<file path="src/rtl/mod_count_wrap_monitor.sv">
// Watches a mod-MOD counter: wrap ticks, saturating wrap count, threshold irq, sticky errors.
// Latency: every output is registered and reflects the cnt_in value sampled one clock earlier.
// Backpressure: none; the monitor samples every clock and never stalls the upstream counter.
module mod_count_wrap_monitor #(
   parameter int MOD    = 14,
   parameter int WRAP_W = 8
) (
   input  logic              clk,
   input  logic              rst_n,
   input  logic [3:0]        cnt_in,
   input  logic              en,
   input  logic              clear,
   input  logic [WRAP_W-1:0] thresh,
   input  logic              ack,
   output logic              wrap_tick,
   output logic [WRAP_W-1:0] wrap_count,
   output logic              irq,
   output logic              err_illegal,
   output logic              err_skip
);

   typedef enum logic [1:0] {
      IDLE  = 2'd0,
      PRIME = 2'd1,
      TRACK = 2'd2
   } state_t;

   // 5-bit compares so MOD = 16 and prev+1 at 15 do not alias back to zero.
   localparam logic [4:0]        MOD_V   = 5'(MOD);
   localparam logic [3:0]        LAST    = 4'(MOD - 1);
   localparam logic [WRAP_W-1:0] CNT_MAX = '1;

   state_t            state_q, state_d;
   logic [3:0]        prev_q, prev_d;
   logic              wrap_tick_q, wrap_tick_d;
   logic [WRAP_W-1:0] wrap_count_q, wrap_count_d;
   logic              irq_q, irq_d;
   logic              err_illegal_q, err_illegal_d;
   logic              err_skip_q, err_skip_d;

   logic              tracking;
   logic              cur_illegal, prev_illegal;
   logic              is_wrap, is_hold, is_step;
   logic              wrap_ev, skip_ev, illegal_ev;
   logic [WRAP_W-1:0] count_base, count_inc;
   logic              irq_fire;

   // Classify the sampled transition; illegal current value outranks everything else.
   always_comb begin
      tracking     = (state_q == TRACK) && en;
      cur_illegal  = {1'b0, cnt_in} >= MOD_V;
      prev_illegal = {1'b0, prev_q} >= MOD_V;
      is_wrap      = (prev_q == LAST) && (cnt_in == 4'd0);
      is_hold      = (cnt_in == prev_q);
      is_step      = ({1'b0, cnt_in} == ({1'b0, prev_q} + 5'd1));
      illegal_ev   = tracking && cur_illegal;
      wrap_ev      = tracking && !cur_illegal && is_wrap;
      skip_ev      = tracking && !cur_illegal && !is_wrap &&
                     (prev_illegal || !(is_hold || is_step));
   end

   // Next-state: ack zeroes the count before a same-cycle wrap adds to it; clear overrides all.
   always_comb begin
      state_d       = state_q;
      prev_d        = prev_q;
      count_base    = ack ? '0 : wrap_count_q;
      count_inc     = (count_base == CNT_MAX) ? count_base : count_base + WRAP_W'(1);
      // A saturated count that cannot advance must not re-trigger the interrupt.
      irq_fire      = wrap_ev && (thresh != '0) && (count_inc == thresh) &&
                      (count_inc != count_base);
      wrap_tick_d   = wrap_ev;
      wrap_count_d  = wrap_ev ? count_inc : count_base;
      irq_d         = irq_fire ? 1'b1 : (ack ? 1'b0 : irq_q);
      err_illegal_d = err_illegal_q | illegal_ev;
      err_skip_d    = err_skip_q | skip_ev;

      case (state_q)
         IDLE: begin
            if (en) state_d = PRIME;
         end
         PRIME: begin
            if (en) begin
               prev_d  = cnt_in;
               state_d = TRACK;
            end else begin
               state_d = IDLE;
            end
         end
         TRACK: begin
            if (en) prev_d = cnt_in;
            else    state_d = IDLE;
         end
         default: state_d = IDLE;
      endcase

      if (clear) begin
         state_d       = en ? PRIME : IDLE;
         wrap_tick_d   = 1'b0;
         wrap_count_d  = '0;
         irq_d         = 1'b0;
         err_illegal_d = 1'b0;
         err_skip_d    = 1'b0;
      end
   end

   // FSM state, sample history and all registered outputs.
   always_ff @(posedge clk or negedge rst_n) begin
      if (!rst_n) begin
         state_q       <= IDLE;
         prev_q        <= 4'd0;
         wrap_tick_q   <= 1'b0;
         wrap_count_q  <= '0;
         irq_q         <= 1'b0;
         err_illegal_q <= 1'b0;
         err_skip_q    <= 1'b0;
      end else begin
         state_q       <= state_d;
         prev_q        <= prev_d;
         wrap_tick_q   <= wrap_tick_d;
         wrap_count_q  <= wrap_count_d;
         irq_q         <= irq_d;
         err_illegal_q <= err_illegal_d;
         err_skip_q    <= err_skip_d;
      end
   end

   assign wrap_tick   = wrap_tick_q;
   assign wrap_count  = wrap_count_q;
   assign irq         = irq_q;
   assign err_illegal = err_illegal_q;
   assign err_skip    = err_skip_q;

endmodule

</file>
<file path="config.mk">
export PLATFORM = sky130hd
export DESIGN_NAME = mod_count_wrap_monitor
export DESIGN_NICKNAME = d
export VERILOG_FILES = /design/src/rtl/mod_count_wrap_monitor.sv
export SDC_FILE = /design/constraint.sdc
export NUM_CORES = 1
export LEC_CHECK = 0
export CORE_ASPECT_RATIO = 0.75
export CORE_MARGIN = 8
export CORE_UTILIZATION = 30
export DETAILED_ROUTE_END_ITERATION = 10
export SLEW_MARGIN = 30
export SYNTH_ARGS = -nofsm -noshare
export SYNTH_HDL_FRONTEND = slang
export SYNTH_SLANG_ARGS = --single-unit
export TNS_END_PERCENT = 100
</file>
<file path="constraint.sdc">
create_clock -name clk -period 4.31 [get_ports clk]
set_input_delay 0.862 -clock clk [delete_from_list [all_inputs] [get_ports clk]]
set_output_delay 0.862 -clock clk [all_outputs]
set_load 0.05 [all_outputs]
</file>
==> impl_metrics.env, run 1 <==
export IMPL_cts_tree="done"
export IMPL_cp_top_family="simple AND/OR/NAND/NOR gates"
export IMPL_io_pins=29
export IMPL_synth_edf_count=0
export IMPL_grt_setup_unrepaired="no"
export IMPL_grt_pass1_wl_um=6140
export IMPL_coreArea_um2=4410
export IMPL_synth_xor_area_share_pct=12.2
export IMPL_pre_cts_ws_ps=1110
export IMPL_path_cells="clkdlybuf4s50_1, nor2b_1, ha_1, nand3_1, xnor2_1, a21oi_1, nor4b_1, a21o_1"
export IMPL_clock_path_buffers=2
export IMPL_initial_core_util_pct=30.8
export IMPL_first_pass_iters=4
export IMPL_stdcell_area_um2=1740
export IMPL_clock_latency_ps=260
export IMPL_ctsHoldBuffers=0
export IMPL_yosys_area_share_adder_pct=6.45
export IMPL_post_cts_buffers=0
export IMPL_vias=1204
export IMPL_worst_path_max_delay_cell="clkdlybuf4s50_1"
export IMPL_final_max_slew_viol_count=0
export IMPL_vdd_drop_max_v=0.000121
export IMPL_cts_clk_slew_worst_paths_ps=80
export IMPL_wirelength_um=3630
export IMPL_hold_violations=0
export IMPL_fin_crit_sh_pct=69.1
export IMPL_placed_area_um2=1690
export IMPL_synthMuxAreaShare_pct=7.09
export IMPL_worst_ep_arrival_time_ps=3190
export IMPL_drt_iter0_drc=102
export IMPL_worstMarginPinSlew_ps=637
export IMPL_cts_resized=0
export IMPL_layout_nets=208
export IMPL_ys_flop_type="dfrtp_1"
export IMPL_grt_pass1_vias=1216
export IMPL_syn2layout_area_growth_pct=27.9
export IMPL_report_final_setup_viol=0
export IMPL_fin_ws_ps=1330
export IMPL_status="finished clean"
export IMPL_synth_area_per_cell_um2=8.77
export IMPL_syn_area_um2=1360
export IMPL_antenna_found_initial=0
export IMPL_leakage_nw=0.713
export IMPL_finalSetupTns_ps=0
export IMPL_post_route_min_period_ps=2980
export IMPL_layout_commonest_cell="clkdlybuf4s50_1"
export IMPL_vias_per_cell=5.02
export IMPL_mostFrequentLayoutCells="27 x clkdlybuf4s50_1, 18 x dfrtp_1, 17 x nor2_1"
export IMPL_post_route_drc_count=0
export IMPL_synth_cells=155
export IMPL_gp_congestion=0.893
export IMPL_yosys_area_share_simple_pct=24.8
export IMPL_grtUsageTotal_pct=11.4
export IMPL_synth_cell_types=41
export IMPL_fmax_ghz=0.336
export IMPL_diodes=0
export IMPL_cts_sinks=18
export IMPL_ys_warn_count=0
export IMPL_reg2reg_from="prev_q[1]"
export IMPL_required_ps=4520
export IMPL_drv_cap=0
export IMPL_cts_buffers=3
export IMPL_die_w_um=93.7
export IMPL_drive_gt1_share_pct=8.20
export IMPL_path_max_fanout=14
export IMPL_cts_root_buffer="clkbuf_8"
export IMPL_min_from="err_illegal"
export IMPL_path_buf_inv=1
export IMPL_cp_end_kind="register"
export IMPL_ys_seq_area_share_pct=33.1
export IMPL_hpwl_um=2770
export IMPL_cts_max_level=1
export IMPL_synth_async_sr_flop_share_pct=100
export IMPL_worstSetupPathType="input port to register"
export IMPL_hold_class="register to register"
export IMPL_ys_ff_latch=18
export IMPL_globalRouteOverflowTotal=0
export IMPL_slew_headroom_pct=57.4
export IMPL_postRouteAntennaNets=0
export IMPL_row_count=21
export IMPL_synth_top_family_by_area="simple AND/OR/NAND/NOR gates"
export IMPL_critical_path_startpoint="ack"
export IMPL_critPathMaxStageDelay_ps=630
export IMPL_grt_max_degree=19
export IMPL_synth_compound_area_share_pct=11.9
export IMPL_powerDensity_nw_per_um2=282
export IMPL_die_h_um=74.3
export IMPL_finClkSkew_ps=5.22
export IMPL_io_buffers=28
export IMPL_startpoint_type="input port"
export IMPL_wl_per_cell_um=15.1
export IMPL_synth_nets=179
export IMPL_die_area_um2=6960
[worst register-to-register path: cells and delay by family, from the launching register on]
kind / cells / cell delay (ps)
buffers and inverters: 1 / 90
AO/OA/AOI/OAI: 1 / 390
flip-flops: 1 / 470
XOR/XNOR: 1 / 160
AND/OR/NAND/NOR: 4 / 700
adder cells (fa/ha/maj): 1 / 130
[layout make-up]
cell class                      instances  area (um^2)
Sequential cell                        18          450
Timing Repair Buffer                   28          275
Fill cell                             452         2680
Inverter                               10         37.5
Multi-Input combinational cell        123          848
Clock buffer                            4         55.1
Tap cell                               57         71.3
[worst paths after layout]
path                                 end  slack, ps  cells after the start
setup / recovery                     irq       1330                      8
hold / removal               err_illegal        510                      2
setup reg to reg           wrap_count[3]       2230                      8
hold reg to reg              err_illegal        510                      2
max in group asynchronous  wrap_count[1]       3480                      1
min in group asynchronous       err_skip        530                      1
[registers in the layout (all words and copies together), names as in the netlist]
register     flops
err_illegal      1
irq              1
err_skip         1
state_q          2
prev_q           4
wrap_count       8
wrap_tick        1
[per-stage QoR]
| step | utilization [%] | hold slack (ps) | cells | power (mW) |
|---|---|---|---|---|
| 2_1_floorplan | - | 545 | 155 | 0.305 |
| 3_3_place_gp | 38.2 | 480 | 236 | 0.349 |
| 3_5_place_dp | 38.2 | 489 | 236 | 0.349 |
| 4_1_cts | 39.5 | 514 | 240 | 0.495 |
| 5_1_grt | 39.4 | 560 | 240 | 0.528 |
| 6_report | 39.4 | 505 | 240 | 0.490 |
[cell usage after synthesis, drive strengths merged (3+ instances only)]
cell type  number  area share, %
o21ai           3            1.1
nor3            3            1.1
nor4            4            2.3
ha              7            6.4
nor2b           4            1.8
xnor2          10            6.4
xor2            9            5.8
a21oi          11            4.3
dfrtp          18             33
clkbuf          3            1.1
mux2            5            4.1
inv            10            2.8
nand2          14            3.9
nor2           17            4.7
mux2i           4            2.9
nand3           6            2.2
[power by group]
group          switching [mW]  leakage [nW]  internal, mW
clock                  0.0623        0.0288        0.0814
combinational          0.0631         0.444        0.0694
sequential             0.0284         0.240         0.185
total                   0.154         0.713         0.336
[kinds of logic after synthesis]
family | after synthesis
adder cells (fa/ha/maj) | 7
XOR/XNOR | 19
flip-flops | 18
multiplexers | 9
AO/OA/AOI/OAI | 25
AND/OR/NAND/NOR | 63
buffers and inverters | 14
[per-layer routing]
| metal | share of wire [%] | global-route usage, % | wire (um) | vias to the layer above |
|---|---|---|---|---|
| li1 | - | - | - | 606 |
| met1 | 49 | 15.4 | 1780 | 551 |
| met2 | 42 | 15.9 | 1530 | 41 |
| met3 | 7.7 | 4.13 | 278 | 6 |
| met4 | 1.1 | 4.38 | 41 | 0 |
| met5 | 0 | 0 | 0 | - |
Power figures use the tool's default switching activity.
==> inputs of run 2 (changes only) <==
==> constraint.sdc (replaced) <==
create_clock -name clk -period 3 [get_ports clk]
set_input_delay 0.6 -clock clk [delete_from_list [all_inputs] [get_ports clk]]
set_output_delay 0.6 -clock clk [all_outputs]
set_load 0.05 [all_outputs]
==> run 2 against run 1 <==
Combinational power up 43%. Cell area up 2.4%. Worst hold slack got worse by 4.7 ps. Clock skew down 2.6 ps. Largest cell class unchanged. Largest power group unchanged.
==> impl_metrics.env, run 2 (same netlist as run 1, synthesis figures left out) <==
export IMPL_status="finished clean"
export IMPL_cts_sinks=18
export IMPL_wl_per_cell_um=13.7
export IMPL_seq_area_um2=450
export IMPL_antenna_found_initial=0
export IMPL_worst_path_max_delay_cell="clkdlybuf4s50_1"
export IMPL_largest_reg_flops=8
export IMPL_path_max_fanout=8
export IMPL_finClkSkew_ps=2.59
export IMPL_slew_headroom_pct=44.4
export IMPL_multi_input_area_um2=848
export IMPL_cts_root_buffer="clkbuf_8"
export IMPL_drive_gt1_share_pct=10.1
export IMPL_die_h_um=74.3
export IMPL_clock_path_buffers=2
export IMPL_io_buffers=28
export IMPL_diodes=0
export IMPL_hold_class="register to register"
export IMPL_drt_iter0_drc=115
export IMPL_gp_congestion=0.852
export IMPL_globalRouteOverflowTotal=0
export IMPL_cts_clk_slew_worst_paths_ps=70
export IMPL_first_pass_iters=4
export IMPL_critPathMaxStageDelay_ps=520
export IMPL_cts_buffers=3
export IMPL_wirelength_um=3350
export IMPL_grt_pass1_wl_um=5580
export IMPL_mostFrequentLayoutCells="28 x clkdlybuf4s50_1, 18 x dfrtp_1, 17 x nor2_1"
export IMPL_placed_area_um2=1730
export IMPL_worstSetupPathType="input port to register"
export IMPL_cp_end_kind="register"
export IMPL_die_area_um2=6960
export IMPL_row_count=21
export IMPL_grt_pass1_vias=1162
export IMPL_report_final_setup_viol=0
export IMPL_cts_max_level=1
export IMPL_initial_core_util_pct=30.8
export IMPL_coreArea_um2=4410
export IMPL_fmax_ghz=0.423
export IMPL_finalSetupTns_ps=0
export IMPL_worstMarginPinSlew_ps=832
export IMPL_powerDensity_nw_per_um2=389
export IMPL_postRouteAntennaNets=0
export IMPL_post_route_drc_count=0
export IMPL_layout_nets=213
export IMPL_layout_commonest_cell="clkdlybuf4s50_1"
export IMPL_grt_max_degree=19
export IMPL_required_ps=3200
export IMPL_clock_latency_ps=250
export IMPL_fin_crit_sh_pct=78.8
export IMPL_post_cts_buffers=0
export IMPL_cts_resized=0
export IMPL_io_pins=29
export IMPL_grt_setup_unrepaired="no"
export IMPL_utilization_pct=40.3
export IMPL_worst_ep_arrival_time_ps=2560
export IMPL_vdd_drop_max_v=0.000189
export IMPL_startpoint_type="input port"
export IMPL_hpwl_um=2650
export IMPL_post_route_min_period_ps=2360
export IMPL_nFillCells=449
export IMPL_hold_violations=0
export IMPL_grtUsageTotal_pct=10.0
export IMPL_ctsHoldBuffers=0
export IMPL_drv_cap=0
export IMPL_die_w_um=93.7
export IMPL_path_cells="clkdlybuf4s50_1, nor2b_1, ha_1, nand3_1, xnor2_1, a21oi_1, nor4b_1, a21o_1"
export IMPL_syn2layout_area_growth_pct=31.0
export IMPL_vias=1203
export IMPL_leakage_nw=0.737
export IMPL_cts_tree="done"
export IMPL_final_max_slew_viol_count=0
export IMPL_vias_per_cell=4.91
export IMPL_stdcell_area_um2=1780
## run 2: metal layers
layer	GRT usage (%)	vias to the layer above	routed length, um
met4	2.45	0	16
met5	0	-	0
met2	14.0	29	1410
met1	14.1	553	1670
met3	3.63	2	251
li1	-	619	-
## run 2: per-stage QoR
step / instances / hold WS [ps] / power [mW] / worst slack [ps]
after global routing: 245 / 544 / 0.743 / 441
after global placement: 241 / 477 / 0.501 / 374
after floorplan: 155 / 304 / 0.439 / 831
final: 245 / 500 / 0.693 / 637
after CTS: 245 / 508 / 0.703 / 635
after detailed placement: 241 / 487 / 0.502 / 362
## run 2: worst max-delay path, delay by kind of cell
family	cells	cell delay, ps
xor+xnor	1	170
fa+ha+maj	1	320
buf+inv	1	520
compound gates	2	280
simple gates	3	680
## run 2: final cells by class
cell class,count,area share [%]
tap,57,4.01
sequential,18,25.3
clock buffer,4,3.09
timing repair buffer,33,17.8
inverter,10,2.11
multi-input combinational,123,47.6
## run 2: where the power goes
group	switching (mW)	internal, mW
registers	0.0417	0.266
clock network	0.0800	0.117
logic	0.0865	0.102
## run 2: path summary, 6_finish.rpt
path                                start       endpoint  slack [ps]  cells past startpoint
worst max-delay path                  ack            irq         640                      8
worst min-delay path             err_skip       err_skip         500                      2
worst max register to register  prev_q[0]       err_skip        1100                      8
worst min register to register   err_skip       err_skip         500                      2
max in group asynchronous           rst_n  wrap_count[4]        1660                      1
min in group asynchronous           rst_n      wrap_tick         820                      1
==> inputs of run 3 (changes only) <==
==> constraint.sdc (replaced) <==
create_clock -name clk -period 2.1 [get_ports clk]
set_input_delay 0.42 -clock clk [delete_from_list [all_inputs] [get_ports clk]]
set_output_delay 0.42 -clock clk [all_outputs]
set_load 0.05 [all_outputs]
==> run 3 against run 2 <==
Register-to-register slack got worse by 910 ps. Sequential share of layout area fell by 3.0 points. Setup slack lost 620 ps. Cell count increased by 12%.
==> impl_metrics.env, run 3 (same netlist as run 1, synthesis figures left out) <==
export IMPL_status="finished clean"
export IMPL_hold_class="input port to asynchronous set/reset pin"
export IMPL_reg2reg_to="wrap_count[4]"
export IMPL_nFillCells=452
export IMPL_cts_tree="done"
export IMPL_reg2reg_from="prev_q[0]"
export IMPL_p_int_mw=0.716
export IMPL_antenna_found_initial=0
export IMPL_path_cells="clkdlybuf4s50_1, nor4_2, nand4_1, buf_4, nor3_1, a21oi_1, a311oi_1"
export IMPL_cts_sinks=18
export IMPL_layout_commonest_cell="buf_4"
export IMPL_post_route_drc_count=0
export IMPL_power_switching_mw=0.307
export IMPL_grt_pass1_vias=1268
export IMPL_io_buffers=28
export IMPL_cp_top_family="simple AND/OR/NAND/NOR gates"
export IMPL_syn2layout_area_growth_pct=48.8
export IMPL_grtUsageTotal_pct=11.1
export IMPL_mostFrequentLayoutCells="36 x buf_4, 26 x clkdlybuf4s50_1, 17 x nor2_1, 17 x dfrtp_1, 14 x nand2_1"
export IMPL_largest_reg_flops=8
export IMPL_seq_power_share_pct=41.8
export IMPL_powerDensity_nw_per_um2=506
export IMPL_post_route_min_period_ps=2090
export IMPL_coreArea_um2=4410
export IMPL_diodes=0
export IMPL_swShare_pct=30.0
export IMPL_die_w_um=93.7
export IMPL_hold_ws_ps=496
export IMPL_finalSetupTns_ps=0
export IMPL_worstSetupPathType="input port to register"
export IMPL_cp_end_kind="register"
export IMPL_slew_headroom_pct=66.3
export IMPL_worst_path_max_delay_cell="clkdlybuf4s50_1"
export IMPL_hold_violations=0
export IMPL_worst_ep_arrival_time_ps=2240
export IMPL_drt_iter0_drc=44
export IMPL_worstMarginPinSlew_ps=503
export IMPL_cts_root_buffer="clkbuf_8"
export IMPL_finClkSkew_ps=6.17
export IMPL_clock_path_buffers=2
export IMPL_vias=1330
export IMPL_grt_setup_unrepaired="yes"
export IMPL_clock_latency_ps=260
export IMPL_path_max_fanout=3
export IMPL_grt_pass1_wl_um=6100
export IMPL_gp_congestion=0.866
export IMPL_layout_nets=243
export IMPL_initial_core_util_pct=30.8
export IMPL_ctsHoldBuffers=0
export IMPL_vdd_drop_max_v=0.000257
export IMPL_regToRegSetupSlack_ps=190
export IMPL_die_h_um=74.3
export IMPL_postRouteAntennaNets=0
export IMPL_final_max_slew_viol_count=0
export IMPL_wirelength_um=3770
export IMPL_required_ps=2260
export IMPL_row_count=21
export IMPL_io_pins=29
export IMPL_die_area_um2=6960
export IMPL_path_buf_inv=2
export IMPL_grt_max_degree=19
export IMPL_vias_per_cell=4.84
export IMPL_hpwl_um=3030
export IMPL_combPwrFrac_pct=30.4
export IMPL_rr_worst_depth=7
export IMPL_cts_buffers=3
export IMPL_first_pass_iters=4
export IMPL_cts_max_level=1
export IMPL_clock_power_share_pct=27.8
export IMPL_startpoint_type="input port"
export IMPL_fin_crit_sh_pct=99.4
export IMPL_report_final_setup_viol=0
export IMPL_fmax_ghz=0.479
export IMPL_critPathMaxStageDelay_ps=440
export IMPL_leakage_nw=0.880
export IMPL_drive_gt1_share_pct=25.2
export IMPL_globalRouteOverflowTotal=0
export IMPL_drv_cap=0
export IMPL_cts_clk_slew_worst_paths_ps=70
export IMPL_final_cells=275
export IMPL_wl_per_cell_um=13.7
export IMPL_dp_cells=271
run 3: cell count changes in the layout (fill, tap and decap cells not counted), sizes merged:
cell           previous run  this run
clkdlybuf4s50            28        26
buf                       5        36
dlygate4sd2               0         1
run 3: worst register-to-register path: cells and delay by family (launching register included):
family,cells,cell delay (ps)
AOI/OAI and AO/OA,2,350
adders and majority gates,1,190
buffers and inverters,1,210
DFF,1,440
and+or+nand+nor,3,630
run 3: power by group through the flow:
stage	clock [mW]	combinational [mW]	sequential, mW
2_1_floorplan	0	0.205	0.422
3_3_place_gp	0	0.309	0.432
3_5_place_dp	0	0.313	0.433
4_1_cts	0.297	0.313	0.427
5_1_grt	0.309	0.346	0.433
6_report	0.284	0.311	0.427
run 3: cell type report:
type	instances	area (um^2)	share of cell area [%]
multi-input cells	123	867	42.9
repair buffers	63	539	26.7
flip-flops and latches	18	452	22.3
well taps	57	71.3	3.53
clock buffers	4	55.1	2.72
inverters	10	37.5	1.86
run 3: per-stage QoR:
step	setup WS (ps)	total power, mW	cell area (um^2)	utilization [%]
floorplan	68.2	0.627	1360	-
CTS	47.1	1.04	2010	45.5
global placement	-367	0.741	1950	44.2
detailed placement	-414	0.746	1950	44.2
finish	12.0	1.02	2020	45.8
global route	-60.9	1.09	2020	45.8
run 3: how the worst max path moves through the flow:
| stage | start | to | slack [ps] | cells past startpoint |
|---|---|---|---|---|
| after floorplan | wrap_count[1] | irq | 70 | 8 |
| after global placement | ack | irq | -370 | 8 |
| after detailed placement | ack | irq | -410 | 8 |
| after CTS | cnt_in[2] | wrap_count[4] | 50 | 7 |
| after global routing | cnt_in[1] | wrap_count[2] | -60 | 8 |
| final | cnt_in[1] | wrap_count[4] | 10 | 7 |
run 3: repair_timing:
item | 4_1_cts | 5_1_grt
setup buffers | 0 | 0
resized for setup | 2 | 3
pin swaps | 0 | 2
setup endpoints to repair | 6 | 6
run 3: routing by layer:
layer,GRT usage (%),wire (um),vias up
met5,0,0,-
met3,3.53,209,2
met2,16.8,1670,24
met1,15.2,1880,631
met4,1.58,10,0
li1,-,-,673
